File: src/rtl/mips_pkg.sv
// Shared MIPS front-end types and constants.
// Fetch FSM states, PC increment and reset PC default.
package mips_pkg;

    typedef enum logic [1:0] {
        REQ   = 2'd0,
        WAIT  = 2'd1,
        DRAIN = 2'd2
    } fetch_state_t;

    localparam logic [31:0] PC_INC       = 32'd4;
    localparam logic [31:0] RESET_PC_DEF = 32'h0000_0000;

endpackage

File: src/rtl/pc_incr.sv
// Combinational PC incrementer for the fetch front end.
// Wraps naturally at 32 bits (32'hFFFFFFFC -> 0).
module pc_incr
    import mips_pkg::*;
(
    input  logic [31:0] pc,
    output logic [31:0] pc_next
);

    assign pc_next = pc + PC_INC;

endmodule

File: src/rtl/pc_fetch.sv
// Instruction fetch front end: PC, one-outstanding imem handshake, skid.
// Optional PC_ALIGN_CHECK_EN adds the sticky Fetch_Misalign output.
module pc_fetch
    import mips_pkg::*;
#(
    parameter logic [31:0] RESET_PC = RESET_PC_DEF
) (
    input  logic        clk,
    input  logic        rst_n,
    input  logic        Stall,
    input  logic        Redirect_Valid,
    input  logic [31:0] Redirect_PC,
    output logic        IMem_Req,
    output logic [31:0] IMem_Addr,
    input  logic        IMem_Ready,
    input  logic        IMem_RValid,
    input  logic [31:0] IMem_RData,
    output logic        Inst_Valid,
    output logic [31:0] Inst,
    output logic [31:0] Inst_PC,
`ifdef PC_ALIGN_CHECK_EN
    output logic        Fetch_Misalign,
`endif
    output logic [31:0] PC_Result
);

    fetch_state_t state;
    fetch_state_t state_nx;

    logic [31:0] pc;
    logic [31:0] pc_plus4;
    logic [31:0] req_pc;
    logic [31:0] redir_pc;
    logic        misalign;

    logic        skid_full;
    logic [31:0] skid_inst;
    logic [31:0] skid_pc;

    logic        hs;
    logic        resp;
    logic        consume;
    logic        out_free;

    pc_incr u_incr (
        .pc      (pc),
        .pc_next (pc_plus4)
    );

`ifdef PC_ALIGN_CHECK_EN
    assign redir_pc = Redirect_PC;

    always_ff @(posedge clk or negedge rst_n) begin
        if (!rst_n) begin
            misalign <= 1'b0;
        end else if (Redirect_Valid) begin
            misalign <= |Redirect_PC[1:0];
        end
    end

    assign Fetch_Misalign = misalign;
`else
    assign redir_pc = Redirect_PC & ~32'd3;
    assign misalign = 1'b0;
`endif

    // Request is also gated by rst_n so nothing issues while held in reset.
    assign IMem_Req = rst_n & (state == REQ) & ~skid_full
                    & ~(Inst_Valid & Stall) & ~misalign;
    assign IMem_Addr = pc;
    assign PC_Result = pc;

    assign hs       = IMem_Req & IMem_Ready;
    assign resp     = (state == WAIT) & IMem_RValid;
    assign consume  = Inst_Valid & ~Stall;
    assign out_free = ~Inst_Valid | ~Stall;

    always_ff @(posedge clk or negedge rst_n) begin
        if (!rst_n) begin
            state <= REQ;
        end else begin
            state <= state_nx;
        end
    end

    always_comb begin
        state_nx = state;
        unique case (state)
            REQ:     if (hs) state_nx = WAIT;
            WAIT:    if (IMem_RValid) state_nx = REQ;
            DRAIN:   if (IMem_RValid) state_nx = REQ;
            default: state_nx = REQ;
        endcase
        // A response still owed after a redirect must be swallowed.
        if (Redirect_Valid) begin
            if (hs) begin
                state_nx = DRAIN;
            end else if ((state != REQ) && !IMem_RValid) begin
                state_nx = DRAIN;
            end else begin
                state_nx = REQ;
            end
        end
    end

    always_ff @(posedge clk or negedge rst_n) begin
        if (!rst_n) begin
            pc     <= RESET_PC;
            req_pc <= 32'd0;
        end else if (Redirect_Valid) begin
            pc <= redir_pc;
        end else if (hs) begin
            pc     <= pc_plus4;
            req_pc <= pc;
        end
    end

    always_ff @(posedge clk or negedge rst_n) begin
        if (!rst_n) begin
            Inst_Valid <= 1'b0;
            Inst       <= 32'd0;
            Inst_PC    <= 32'd0;
            skid_full  <= 1'b0;
            skid_inst  <= 32'd0;
            skid_pc    <= 32'd0;
        end else if (Redirect_Valid) begin
            Inst_Valid <= 1'b0;
            skid_full  <= 1'b0;
        end else if (skid_full && consume) begin
            Inst      <= skid_inst;
            Inst_PC   <= skid_pc;
            skid_full <= 1'b0;
        end else if (resp && out_free) begin
            Inst       <= IMem_RData;
            Inst_PC    <= req_pc;
            Inst_Valid <= 1'b1;
        end else if (resp) begin
            skid_inst <= IMem_RData;
            skid_pc   <= req_pc;
            skid_full <= 1'b1;
        end else if (consume) begin
            Inst_Valid <= 1'b0;
        end
    end

endmodule

File: config.mk
export PLATFORM = sky130hd
export DESIGN_NAME = pc_fetch
export DESIGN_NICKNAME = d
export VERILOG_FILES = /design/src/rtl/mips_pkg.sv /design/src/rtl/pc_incr.sv /design/src/rtl/pc_fetch.sv
export SDC_FILE = /design/constraint.sdc
export NUM_CORES = 1
export LEC_CHECK = 0
export CAP_MARGIN = 20
export CORE_MARGIN = 2
export CORE_UTILIZATION = 51
export DETAILED_ROUTE_END_ITERATION = 6
export PLACE_DENSITY = 0.84
export SYNTH_ARGS = -nofsm -noshare
export SYNTH_HDL_FRONTEND = slang
export SYNTH_SLANG_ARGS = --single-unit
File: constraint.sdc
create_clock -name clk -period 2.8 [get_ports clk]
set_input_delay 0.28 -clock clk [delete_from_list [all_inputs] [get_ports clk]]
set_output_delay 0.28 -clock clk [all_outputs]
set_load 0.1 [all_outputs]
---- After elaboration in Yosys (flattened, before gate mapping) ----
Index checks and enable logic that the tools add are counted.
word-level totals
  register bits ........................... 196
  bits in latches ......................... 0
  bits in writable memories ............... 0
  memory bits (read-only) ................. 0
  input port bits ......................... 70
  output and inout port bits .............. 130
  logic and storage cells ................. 70
  memories ................................ 0
cells by class
  add/subtract/negate cells ............... 1
  multipliers ............................. 0
  div/mod/pow operators ................... 0
  order comparisons ....................... 0
  equality and inequality tests ........... 7
  shifts and indexed selects .............. 0
  muxes and demuxes ....................... 21
  bitwise logic cells ..................... 15
  reduce and logical (&&, ||, !) cells .... 17
operators with widths
  operator                 number
  $mux W32                 6
  $add A32 B3 Y32 const B  1
  $mux W2                  5
  $mux W1                  9
  $reduce_and A2 Y1        4
  $and A1 B1 Y1            7
  $not A1 Y1               7
  $ne A3 B3 Y1 const B     2
  $reduce_bool A2 Y1       3
  $reduce_bool A3 Y1       2
  $pmux W2 S2              1
  $reduce_and A4 Y1        1
  $logic_and A1 B1 Y1      3
  $ne A3 B1 Y1 const B     1
  $ne A3 B2 Y1 const B     1
  $reduce_and A3 Y1        1
  $eq A2 B1 Y1 const B     1
  $eq A2 B2 Y1 const B     1
  $logic_not A2 Y1         1
  $ne A2 B2 Y1 const B     1
  $reduce_or A2 Y1         1
  $logic_not A1 Y1         1
  $or A1 B1 Y1             1

---- Longest topological paths before layout ----
Gate-level depths: netlist (run 1).
  depth in word-level cells ............... 8
  mapped depth ............................ 8
  mapped depth without buffers ............ 6

---- Hierarchy ----
Synthesis (run 1) repeated with hierarchy kept, for this count alone.
unflattened totals
  cells, all modules ...................... 704
  area total of the unflattened synthesis .. 9317.7 um2
by module, submodules not included
  module    instances  cells an instance  area each (um2)  seq. area each (um2)
  pc_fetch  1          621                8737.1           4904.7
  pc_incr   1          83                 580.6            0.0

---- Least setup slack after synthesis (run 1) ----
No wires, ideal clock.
  kind .................................... register to output
  start ................................... reg Inst_Valid
  end ..................................... out IMem_Req
  arrival time ............................ 3.214 ns
  required time ........................... 2.520 ns
  path slack .............................. -0.694 ns
  stages on the path, launching flop included .. 3
  buffers on the path ..................... 0
  cell sequence ........................... dfrtp_1 and2_1 nor3_1
between the ends
  word-level cells in the longest chain between the ends .. 3
RTL lines
  item                    line             text
  start, declared         pc_fetch.sv:18   output logic Inst_Valid,
  start signal, assigned  pc_fetch.sv:120  Inst_Valid <= 1'b0;
  start signal, assigned  pc_fetch.sv:127  Inst_Valid <= 1'b0;
  start signal, assigned  pc_fetch.sv:136  Inst_Valid <= 1'b1;
  $and A1 B1 Y1           pc_fetch.sv:69   & ~(Inst_Valid & Stall) & ~misalign;
  $not A1 Y1              pc_fetch.sv:69
  $and A1 B1 Y1           pc_fetch.sv:69
  end, declared           pc_fetch.sv:13   output logic IMem_Req,
No other way between the ends.

---- Worst setup path after layout (run 1) ----
  start ................................... in rst_n
  end ..................................... reg req_pc[20]
between the ends
  word-level cells in the longest chain between the ends .. 5
RTL lines
  item                                line             text
  start, declared                     pc_fetch.sv:9    input logic rst_n,
  $and A1 B1 Y1 (2 in series)         pc_fetch.sv:68   assign IMem_Req = rst_n & (state == REQ) & ~skid_full
  $and A1 B1 Y1                       pc_fetch.sv:69
  $and A1 B1 Y1                       pc_fetch.sv:73   assign hs = IMem_Req & IMem_Ready;
  $reduce_and A2 Y1 (no source line)  n/a
  end signal, assigned                pc_fetch.sv:114  req_pc <= pc;
  end, declared                       pc_fetch.sv:32   logic [31:0] req_pc;
No other way between the ends.
A chain may end at the register's enable or synchronous reset.

==> results by group, run 1 <==
Logic synthesis
  • Syn Inst Count: 766
  • Area of the mapped netlist: 8720 um^2
  • Post-synth EDFFs: 0
  • Most frequent cells after synthesis: dfrtp_1 (188), nand2_1 (88), mux2_2 (81)
  • Yosys warnings: 0
  • Top post-synthesis cells by area: dfrtp_1 (54%), mux2_2 (10%), mux2i_1 (7.2%), o21ai_0 (4.1%), nand2_1 (3.8%)
  • Avg Cell Area, Syn: 11.38 um^2
  • Synth area leader: dfrtp_1
  • Ys async rst share: 1.000
  • Sequential share of the synthesized area: 0.5395
  • #FFs+latches synth: 188
  • Cell with the most instances after synthesis: dfrtp_1
  • Library cells used by synthesis: 53
  • Most used DFF post-synth: dfrtp_1
  • Post-synth top area share: 0.5395

Detailed routing
  • Vias: 6473
  • WL final: 20.29 mm
  • Vias per cell: 5.629
  • ANT nets after route: 0
  • DR WL/cell: 17.64 um
  • 1st-iter DRT viols: 476
  • Residual DRC count: 0
  • Drt pass-1 iters: 7

Clock network
  • Clock Latency Late Sink: 0.44 ns
  • CTS tree: built
  • H-tree levels: 4
  • Post-CTS Hold Buffers: 1
  • Num CTS Buffers: 17
  • CTS max path bufs: 2
  • # clock sinks: 188
  • Post_cts resized: 0
  • Clk pin slew, worst setup/hold paths: 0.07 ns
  • Post-CTS Setup Inserts: 0
  • Root buffer cell: clkbuf_16

Cells and area
  • Nets: 990
  • Area Growth Syn to Fin: 25.54%
  • Core Util, Final: 0.6578
  • Layout cells sized above 1: 0.2860
  • Ant diodes: 0
  • Non-Filler Instances: 1150

Critical path
  • R2R Setup Slk: 0.55 ns
  • Req. time, crit path: 3.12 ns
  • Worst R2R Path Depth: 7
  • Setup CP Type: in2reg
  • Critical Path End: req_pc[20]$_DFFE_PN0P_
  • FF-to-FF End: req_pc[20]$_DFFE_PN0P_
  • CP Launch Point: rst_n
  • Critical path peak fanout: 23
  • CP Capture Type: flop
  • Crit path DAT: 2.59 ns
  • FF-to-FF Start: state[0]$_DFFE_PN0P_
  • Critical path launch point type: primary input

Pwr
  • Clock power frac: 0.205
  • Pwr/cell area: 1045 nW/um^2
  • Combinational fraction of design power: 0.463
  • Overall power: 11.44 mW
  • Switch Pwr: 5.773 mW
  • Peak supply drop: 0.0007994 V
  • LEAKAGE: 5.432 nW
  • Int Power: 5.671 mW
  • Sw frac: 0.5045
  • Sequential cell fraction of total power: 0.332

Die
  • Row count: 47
  • Top-level I/O count: 200
  • Die Y: 134.8 um
  • Core Region: 16640 um^2
  • Initial Util: 0.5239
  • Die area: 18160 um^2
  • Die extent in x: 134.8 um

Timing
  • Final setup fails: 0
  • Final min period: 2.270 ns
  • Setup TNS Final: 0 ns
  • Slew Viols, Final: 0
  • Peak Freq: 0.4406 GHz
  • Hold_ws: 0.3267 ns
  • Clk_skew: 0.01060 ns
  • RSZ-0062 raised after global routing: false
  • Worst Tran Pin Value: 0.8902 ns
  • Worst slew margin: 0.4066
  • Final hold vios: 0
  • Final period util: 0.8106

Global route
  • Largest net degree at the start of global routing: 169
  • Antenna violations before repair: 1
  • Total gr overflow: 0
  • Number of global-route vias before repair: 6320
  • GRT Resource Usage Total: 0.2283
  • First-pass GRT wire length: 32.69 mm

Placed design
  • Cells after DPL: 1117
  • Final HPWL DP: 13.84 mm
  • Port Buffers: 191
  • GP Congestion: 0.8601

Hold path
  • HP Class: in2async

Status
  • Status: finished clean

Run
  • Number of max-cap violations: 0
-- per-layer routing --
| layer | vias to the layer above | GRT usage | share of wire | wire [um] |
|---|---|---|---|---|
| met5 | - | 0 | 0.00054 | 11 |
| met4 | 2 | 0.08363 | 0.021 | 421 |
| met3 | 35 | 0.05255 | 0.062 | 1264 |
| met2 | 209 | 0.3618 | 0.48 | 9648 |
| met1 | 3197 | 0.3095 | 0.44 | 8945 |
| li1 | 3030 | - | - | - |
-- layout make-up --
cell class / count / area, um^2
Fill cell: 1288 / 5695
Sequential cell: 188 / 4705
Multi-Input combinational cell: 498 / 3588
Timing Repair Buffer: 206 / 1778
Clock buffer: 19 / 452.9
Tap cell: 220 / 275.3
Clock inverter: 13 / 125.1
Inverter: 6 / 22.52
-- placed cells by master, fill, tap and decap left out, drive strengths merged, types with 10 or more instances in the layout --
cell type / n
dfrtp: 188
buf: 139
mux2: 92
nand2: 88
o21ai: 71
clkdlybuf4s50: 65
mux2i: 63
nand3: 26
nand4: 20
clkbuf: 20
nor2: 18
or4: 13
inv: 13
o31ai: 10
-- logic make-up (layout without fill, tap and decap cells) --
family	Yosys count	after routing	synth area share
simple gates	211	211	0.1228
flops	188	188	0.5395
mux	155	155	0.1911
compound gates	118	118	0.08222
buf+inv	85	244	0.05453
xor+xnor	5	5	0.005023
fa+ha+maj	3	3	0.004305
other cells	1	6	0.0004301
-- power groups by stage --
stage                     logic, mW  registers, mW  clock network (mW)
after floorplan                1.21           6.77                   0
after global placement         5.25           3.82                   0
after detailed placement       5.31           3.85                   0
after CTS                      5.32           3.80                2.39
after global routing           5.50           3.88                2.50
final                          5.30           3.80                2.35
-- state kept, by name (all words and copies together) (netlist names) --
name	cells
IMem_Addr	30
Inst	32
Inst_PC	30
Inst_Valid	1
req_pc	30
skid_full	1
skid_inst	32
skid_pc	30
state	2
-- worst max-delay path, stage by stage --
cell	delay [ns]
dlygate4sd3_1	0.57
clkbuf_8	0.27
and2_1	0.29
nand3_1	0.31
nor2_4	0.17
buf_4	0.29
mux2_2	0.37
-- through the flow --
stage / area (um^2) / setup WS, ns
finish: 10950 / 0.5304
global route: 10950 / 0.4175
CTS: 10950 / 0.5719
detailed placement: 10360 / 0.5017
global placement: 10360 / 0.5555
floorplan: 8743 / 0.1696
-- how the worst min path moves through the flow --
stage,start,endpoint,slack [ns]
after global routing,rst_n,skid_full$_DFFE_PN0P_,0.33
after global placement,rst_n,skid_full$_DFFE_PN0P_,0.17
after floorplan,rst_n,IMem_Addr[10]$_DFFE_PN0P_,-0.02
after detailed placement,rst_n,state[0]$_DFFE_PN0P_,0.17
final,rst_n,state[0]$_DFFE_PN0P_,0.33
after CTS,Redirect_Valid,Inst_Valid$_DFFE_PN0P_,0.30
(Power assumes the default switching activity.)
==> inputs of run 2 (changes only) <==
Settings changed: CORE_UTILIZATION 51 to 46, PLACE_DENSITY 0.84 to 0.8.
Clock period 2.8 ns to 1.9 ns, I/O delays scaled along.
==> run 2 against run 1 <==
Compared with the run above:
- total power rose by 51%
- sequential power rose by 47%
- via count rose by 1.3%
- clock-buffer cell count rose by 3
- clock skew fell by 0.0012 ns
- die area rose by 11%
- critical path type is now reg2out
- largest cell class unchanged
==> results by group, run 2 (synthesis gave the netlist of run 1 again) <==
Status
  • Status: finished clean

Clock network
  • CTS max path bufs: 2 (unchanged)
  • Num CTS Buffers: 17 (unchanged)
  • Clk pin slew, worst setup/hold paths: 0.06 ns (about the same)
  • Root buffer cell: clkbuf_16
  • Clock Latency Late Sink: 0.43 ns (about the same)
  • CTS tree: built
  • H-tree levels: 4 (unchanged)
  • # clock sinks: 188 (unchanged)

Global route
  • First-pass GRT wire length: 34.13 mm (+4.4%)
  • GRT Resource Usage Total: 0.2184 (-0.009908)
  • Total gr overflow: 0 (unchanged)
  • Antenna violations before repair: 0 (-1)
  • Largest net degree at the start of global routing: 136 (-20%)
  • Number of global-route vias before repair: 6517 (+3.1%)

Pwr
  • Pwr/cell area: 1477 nW/um^2 (+41%)
  • LEAKAGE: 5.718 nW (+5.3%)
  • Overall power: 17.26 mW (+51%)
  • Peak supply drop: 0.0008095 V (+1.3%)

Cells and area
  • Commonest non-fill, non-tap cell in the layout: buf_4
  • Register area: 4801 um^2 (+2.0%)
  • Fill count: 1497 (+16%)
  • Area of the multi-input gates: 3691 um^2 (+2.9%)
  • Nets: 1039 (+4.9%)
  • Commonest non-fill, non-tap cells in the layout: buf_4 (168), dfrtp_1 (159), nand2_1 (86)
  • Layout cells sized above 1: 0.3596 (+0.07353)
  • Final instance area: 11680 um^2 (+6.7%)
  • Ant diodes: 0 (unchanged)
  • Leading registers by flop count: Inst x32, skid_inst x32
  • Area Growth Syn to Fin: 33.98%
  • Non-Filler Instances: 1213 (+5.5%)

Timing
  • Worst slew margin: 0.5332 (+0.1267)
  • Final setup fails: 0 (unchanged)
  • Final period util: 0.9646
  • Peak Freq: 0.5456 GHz
  • Final min period: 1.833 ns
  • Final WS setup: 0.06728 ns (-0.4631 ns)
  • Worst Tran Pin Value: 0.7002 ns (-0.1900 ns)
  • Final hold vios: 0 (unchanged)
  • Slew Viols, Final: 0 (unchanged)
  • Clk_skew: 0.009372 ns (-0.001229 ns)

Run
  • Number of max-cap violations: 0 (unchanged)

Placed design
  • Placed Area: 10990 um^2 (+6.1%)
  • GP Congestion: 0.8937 (+3.9%)
  • Pre-CTS WS: -0.06985 ns (-0.5716 ns)
  • Final HPWL DP: 15.18 mm (+9.7%)
  • Cells after DPL: 1177 (+5.4%)
  • Port Buffers: 191 (unchanged)

Die
  • Core Region: 18640 um^2 (+12%)
  • Top-level I/O count: 200 (unchanged)
  • Die extent in x: 141.7 um (+5.1%)
  • Initial Util: 0.4677 (-0.05623)
  • Die Y: 141.7 um (+5.1%)
  • Row count: 50 (+6.4%)
  • Die area: 20070 um^2 (+11%)

Detailed routing
  • WL final: 21.62 mm (+6.5%)
  • DR WL/cell: 17.82 um (+1.0%)
  • Vias per cell: 5.403 (-4.0%)
  • Drt pass-1 iters: 4 (-3)
  • Vias: 6554 (+1.3%)
  • ANT nets after route: 0 (unchanged)
  • Residual DRC count: 0 (unchanged)
  • 1st-iter DRT viols: 351 (-26%)

Critical path
  • Req. time, crit path: 1.71 ns (-1.41 ns)
  • Worst-path cell chain: and2_2, nor3_4, buf_12
  • CP Launch Point: Inst_Valid$_DFFE_PN0P_
  • R2R Setup Slk: 0.08 ns (-0.47 ns)
  • Slowest cell on crit path: dfrtp_4
  • Critical path peak fanout: 5 (-78%)
  • Crit path DAT: 1.64 ns (-0.95 ns)
  • Critical path launch point type: flop
  • FF-to-FF Start: state[1]$_DFFE_PN0P_
  • Setup CP Type: reg2out
  • CP Capture Type: primary output
  • CP peak stage delay: 0.49 ns (-0.08 ns)

Hold path
  • Worst hold start: Redirect_Valid
  • HP Class: in2reg
==> run 2: area by class of cell <==
| class | count | area share |
|---|---|---|
| Clock inverter | 10 | 0.01210 |
| Timing Repair Buffer | 255 | 0.1960 |
| Tap cell | 234 | 0.02506 |
| Clock buffer | 22 | 0.03802 |
| Multi-Input combinational cell | 498 | 0.3159 |
| Inverter | 6 | 0.001928 |
| Sequential cell | 188 | 0.4109 |
==> run 2: power breakdown <==
part	switching, mW	internal [mW]	total (mW)
sequential	0.639	4.95	5.59
combinational	6.28	1.79	8.08
clock	1.51	2.08	3.59
total	8.43	8.82	17.3
==> run 2: worst paths after layout <==
path,endpoint,cells after the start
worst max-delay path,IMem_Req,3
worst min-delay path,Inst_Valid$_DFFE_PN0P_,2
worst max register to register,skid_pc[24]$_DFFE_PN0P_,8
worst min register to register,Inst[19]$_DFFE_PN0P_,2
max in group asynchronous,Inst_Valid$_DFFE_PN0P_,3
min in group asynchronous,req_pc[3]$_DFFE_PN0P_,3
==> run 2: routing by layer <==
layer  wire (um)  global-route usage
met3        1141             0.04725
met4         440             0.08421
met1        9571              0.2902
met2       10470              0.3528
met5           0                   0
==> run 2: per-stage QoR <==
stage,TNS [ns],utilization,hold slack (ns)
after global placement,-0.4352,0.5896,0.4260
after global routing,-0.01423,0.6266,0.1399
after detailed placement,-1.431,0.5896,0.4211
final,0,0.6266,0.1191
after CTS,0,0.6233,0.1036
after floorplan,-3.383,-,-0.1056
==> run 2: worst max-delay path, delay by kind of cell, from the launching register on <==
| family | cells | cell delay [ns] |
|---|---|---|
| flip-flops | 1 | 0.49 |
| AND/OR/NAND/NOR | 2 | 0.52 |
| buffers and inverters | 1 | 0.20 |
==> run 2: repair_timing <==
action                                  CTS  global route
endpoints found under the setup margin   16            69
endpoints found under the hold margin   188             0
hold buffers                              1             0
resized for setup                         9            11
pin swaps                                 2             4
buffers inserted                          2             2
==> inputs of run 3 (changes only) <==
Settings changed: CORE_ASPECT_RATIO set to 1.1.
==> run 3 against run 2 <==
Compared with the run above:
- sequential share of layout area fell by 0.41 points
- clock skew grew 0.0025 ns
- clock power hardly changed
- core utilization up 1.2 points
- clock-buffer cell count down 5
- critical endpoint is now skid_inst[31]$_DFFE_PN0P_
- largest power group unchanged
==> results by group, run 3 (synthesis gave the netlist of run 1 again) <==
Status
  • Status: finished clean

Die
  • Die area: 20070 um^2 (about the same)
  • Core Region: 18480 um^2 (-0.89%)
  • Row count: 52 (+4.0%)
  • Initial Util: 0.4719 (+0.004181)
  • Die Y: 148.4 um (+4.7%)
  • Die extent in x: 135.3 um (-4.5%)
  • Top-level I/O count: 200 (unchanged)

Placed design
  • Final HPWL DP: 14.91 mm (-1.8%)
  • Placed Area: 10920 um^2 (-0.69%)
  • Pre-CTS WS: -0.1317 ns (-0.06181 ns)
  • Cells after DPL: 1176 (-0.085%)
  • GP Congestion: 0.9070 (+1.5%)
  • Port Buffers: 191 (unchanged)

Cells and area
  • Fill count: 1475 (-1.5%)
  • Final instance area: 11800 um^2 (+1.0%)
  • Non-Filler Instances: 1222 (+0.74%)
  • Layout cells sized above 1: 0.3667 (+0.007150)
  • Leading registers by flop count: Inst x32, skid_inst x32
  • Nets: 1039 (unchanged)
  • Commonest non-fill, non-tap cells in the layout: buf_4 (163), dfrtp_1 (159), nand2_1 (84)
  • Area Growth Syn to Fin: 35.31%
  • Commonest non-fill, non-tap cell in the layout: buf_4
  • Ant diodes: 0 (unchanged)

Run
  • Number of max-cap violations: 0 (unchanged)

Detailed routing
  • Residual DRC count: 0 (unchanged)
  • WL final: 22.61 mm (+4.6%)
  • Vias: 6658 (+1.6%)
  • 1st-iter DRT viols: 381 (+8.5%)
  • Drt pass-1 iters: 5 (+1)
  • ANT nets after route: 0 (unchanged)
  • DR WL/cell: 18.50 um (+3.8%)
  • Vias per cell: 5.448 (+0.84%)

Pwr
  • LEAKAGE: 5.759 nW (+0.71%)
  • Overall power: 17.27 mW (about the same)
  • Peak supply drop: 0.0009772 V (+21%)
  • Pwr/cell area: 1464 nW/um^2 (-0.92%)

Global route
  • Total gr overflow: 0 (unchanged)
  • Largest net degree at the start of global routing: 162 (+19%)
  • Antenna violations before repair: 0 (unchanged)
  • First-pass GRT wire length: 34.21 mm (+0.22%)
  • GRT Resource Usage Total: 0.2183 (about the same)
  • Number of global-route vias before repair: 6576 (+0.91%)

Critical path
  • Setup CP Type: reg2reg
  • Req. time, crit path: 2.21 ns (+0.50 ns)
  • Worst-path cell chain: buf_4, buf_4, ha_4, nand2_4, nor3_4, buf_8, clkbuf_16, mux2_2
  • Buffers & Inverters on Critical Path: 4 (+3)
  • CP Capture Type: flop
  • Crit path max-delay family: buffers and inverters
  • CP peak stage delay: 0.37 ns (-0.12 ns)
  • Slowest cell on crit path: dfrtp_1
  • Critical path peak fanout: 7 (+2)
  • Crit path DAT: 2.15 ns (+0.51 ns)
  • Critical path launch point type: flop
  • Cell mode on critical path: buf_4

Timing
  • Final WS setup: 0.05615 ns (-0.01113 ns)
  • Hold_ws: 0.2248 ns (+0.1057 ns)
  • Final hold vios: 0 (unchanged)
  • Worst slew margin: 0.4378 (-0.09542)
  • Final min period: 1.844 ns (+0.01113 ns)
  • Final period util: 0.9704 (+0.005857)
  • Slew Viols, Final: 0 (unchanged)
  • Worst Tran Pin Value: 0.8433 ns (+0.1431 ns)
  • Clk_skew: 0.01192 ns (+0.002546 ns)
  • Peak Freq: 0.5423 GHz (-0.60%)
  • Final setup fails: 0 (unchanged)

Clock network
  • Num CTS Buffers: 17 (unchanged)
  • # clock sinks: 188 (unchanged)
  • CTS tree: built
  • Clock Latency Late Sink: 0.43 ns (about the same)
  • Root buffer cell: clkbuf_16
  • H-tree levels: 4 (unchanged)
  • Clk pin slew, worst setup/hold paths: 0.07 ns (about the same)
  • CTS max path bufs: 2 (unchanged)

Hold path
  • HP Class: in2reg
-- run 3: cell count changes in the layout (fill, tap and decap cells not counted), moves of 2 or more --
cell,delta
clkinv_4,+3
clkinv_2,-2
clkinv_8,+2
clkbuf_1,-5
clkbuf_16,+5
nand2_2,+2
buf_4,-5
nand2_1,-2
bufinv_16,-2
inv_8,+3
inv_6,+2
-- run 3: repair_timing --
action	in CTS	in global routing
setup endpoints to repair	29	101
hold buffers	1	0
pin swaps	2	5
hold endpoints to repair	27	0
cloned	0	7
setup buffers	2	6
gates resized for setup	9	14
-- run 3: per-layer routing --
layer | track usage | share of wire | up-vias
met4 | 0.06250 | 0.012 | 0
met1 | 0.2853 | 0.43 | 3316
li1 | - | - | 3123
met5 | 0 | 0 | -
met3 | 0.05112 | 0.056 | 23
met2 | 0.3650 | 0.50 | 196
-- run 3: worst paths after layout --
check / slack, ns / endpoint / start / depth (start not counted)
hold / removal: 0.22 / IMem_Addr[3]$_DFFE_PN0P_ / Redirect_Valid / 3
min in group asynchronous: 0.44 / IMem_Addr[2]$_DFFE_PN0P_ / rst_n / 3
setup / recovery: 0.06 / skid_inst[31]$_DFFE_PN0P_ / state[0]$_DFFE_PN0P_ / 8
setup reg to reg: 0.06 / skid_inst[31]$_DFFE_PN0P_ / state[0]$_DFFE_PN0P_ / 8
hold reg to reg: 0.48 / Inst[11]$_DFFE_PN0P_ / Inst[11]$_DFFE_PN0P_ / 2
max in group asynchronous: 0.62 / IMem_Addr[10]$_DFFE_PN0P_ / rst_n / 3
-- run 3: final cells by class --
type / instances / area, um^2 / share of cell area
Tap cell: 243 / 304.0 / 0.02577
Sequential cell: 188 / 4801 / 0.4069
Inverter: 6 / 22.52 / 0.001909
Timing Repair Buffer: 255 / 2377 / 0.2015
Multi-Input combinational cell: 498 / 3695 / 0.3131
Clock buffer: 17 / 425.4 / 0.03606
Clock inverter: 15 / 173.9 / 0.01474
-- run 3: per-stage QoR --
step           utilization  TNS (ns)
2_1_floorplan            -    -3.383
3_3_place_gp        0.5907    -6.950
3_5_place_dp        0.5907    -9.599
4_1_cts             0.6255         0
5_1_grt             0.6385  -0.04214
6_report            0.6385         0
-- run 3: worst register-to-register path: stages (launching register included) --
cell       delay (ns)
dfrtp_1          0.37
buf_4            0.12
buf_4            0.11
ha_4             0.14
nand2_4          0.06
nor3_4           0.21
buf_8            0.20
clkbuf_16        0.18
mux2_2           0.33
-- run 3: report_power, final --
group	switching (mW)	internal, mW
registers	0.661	4.95
logic	6.29	1.78
clock network	1.70	1.88
total	8.65	8.62
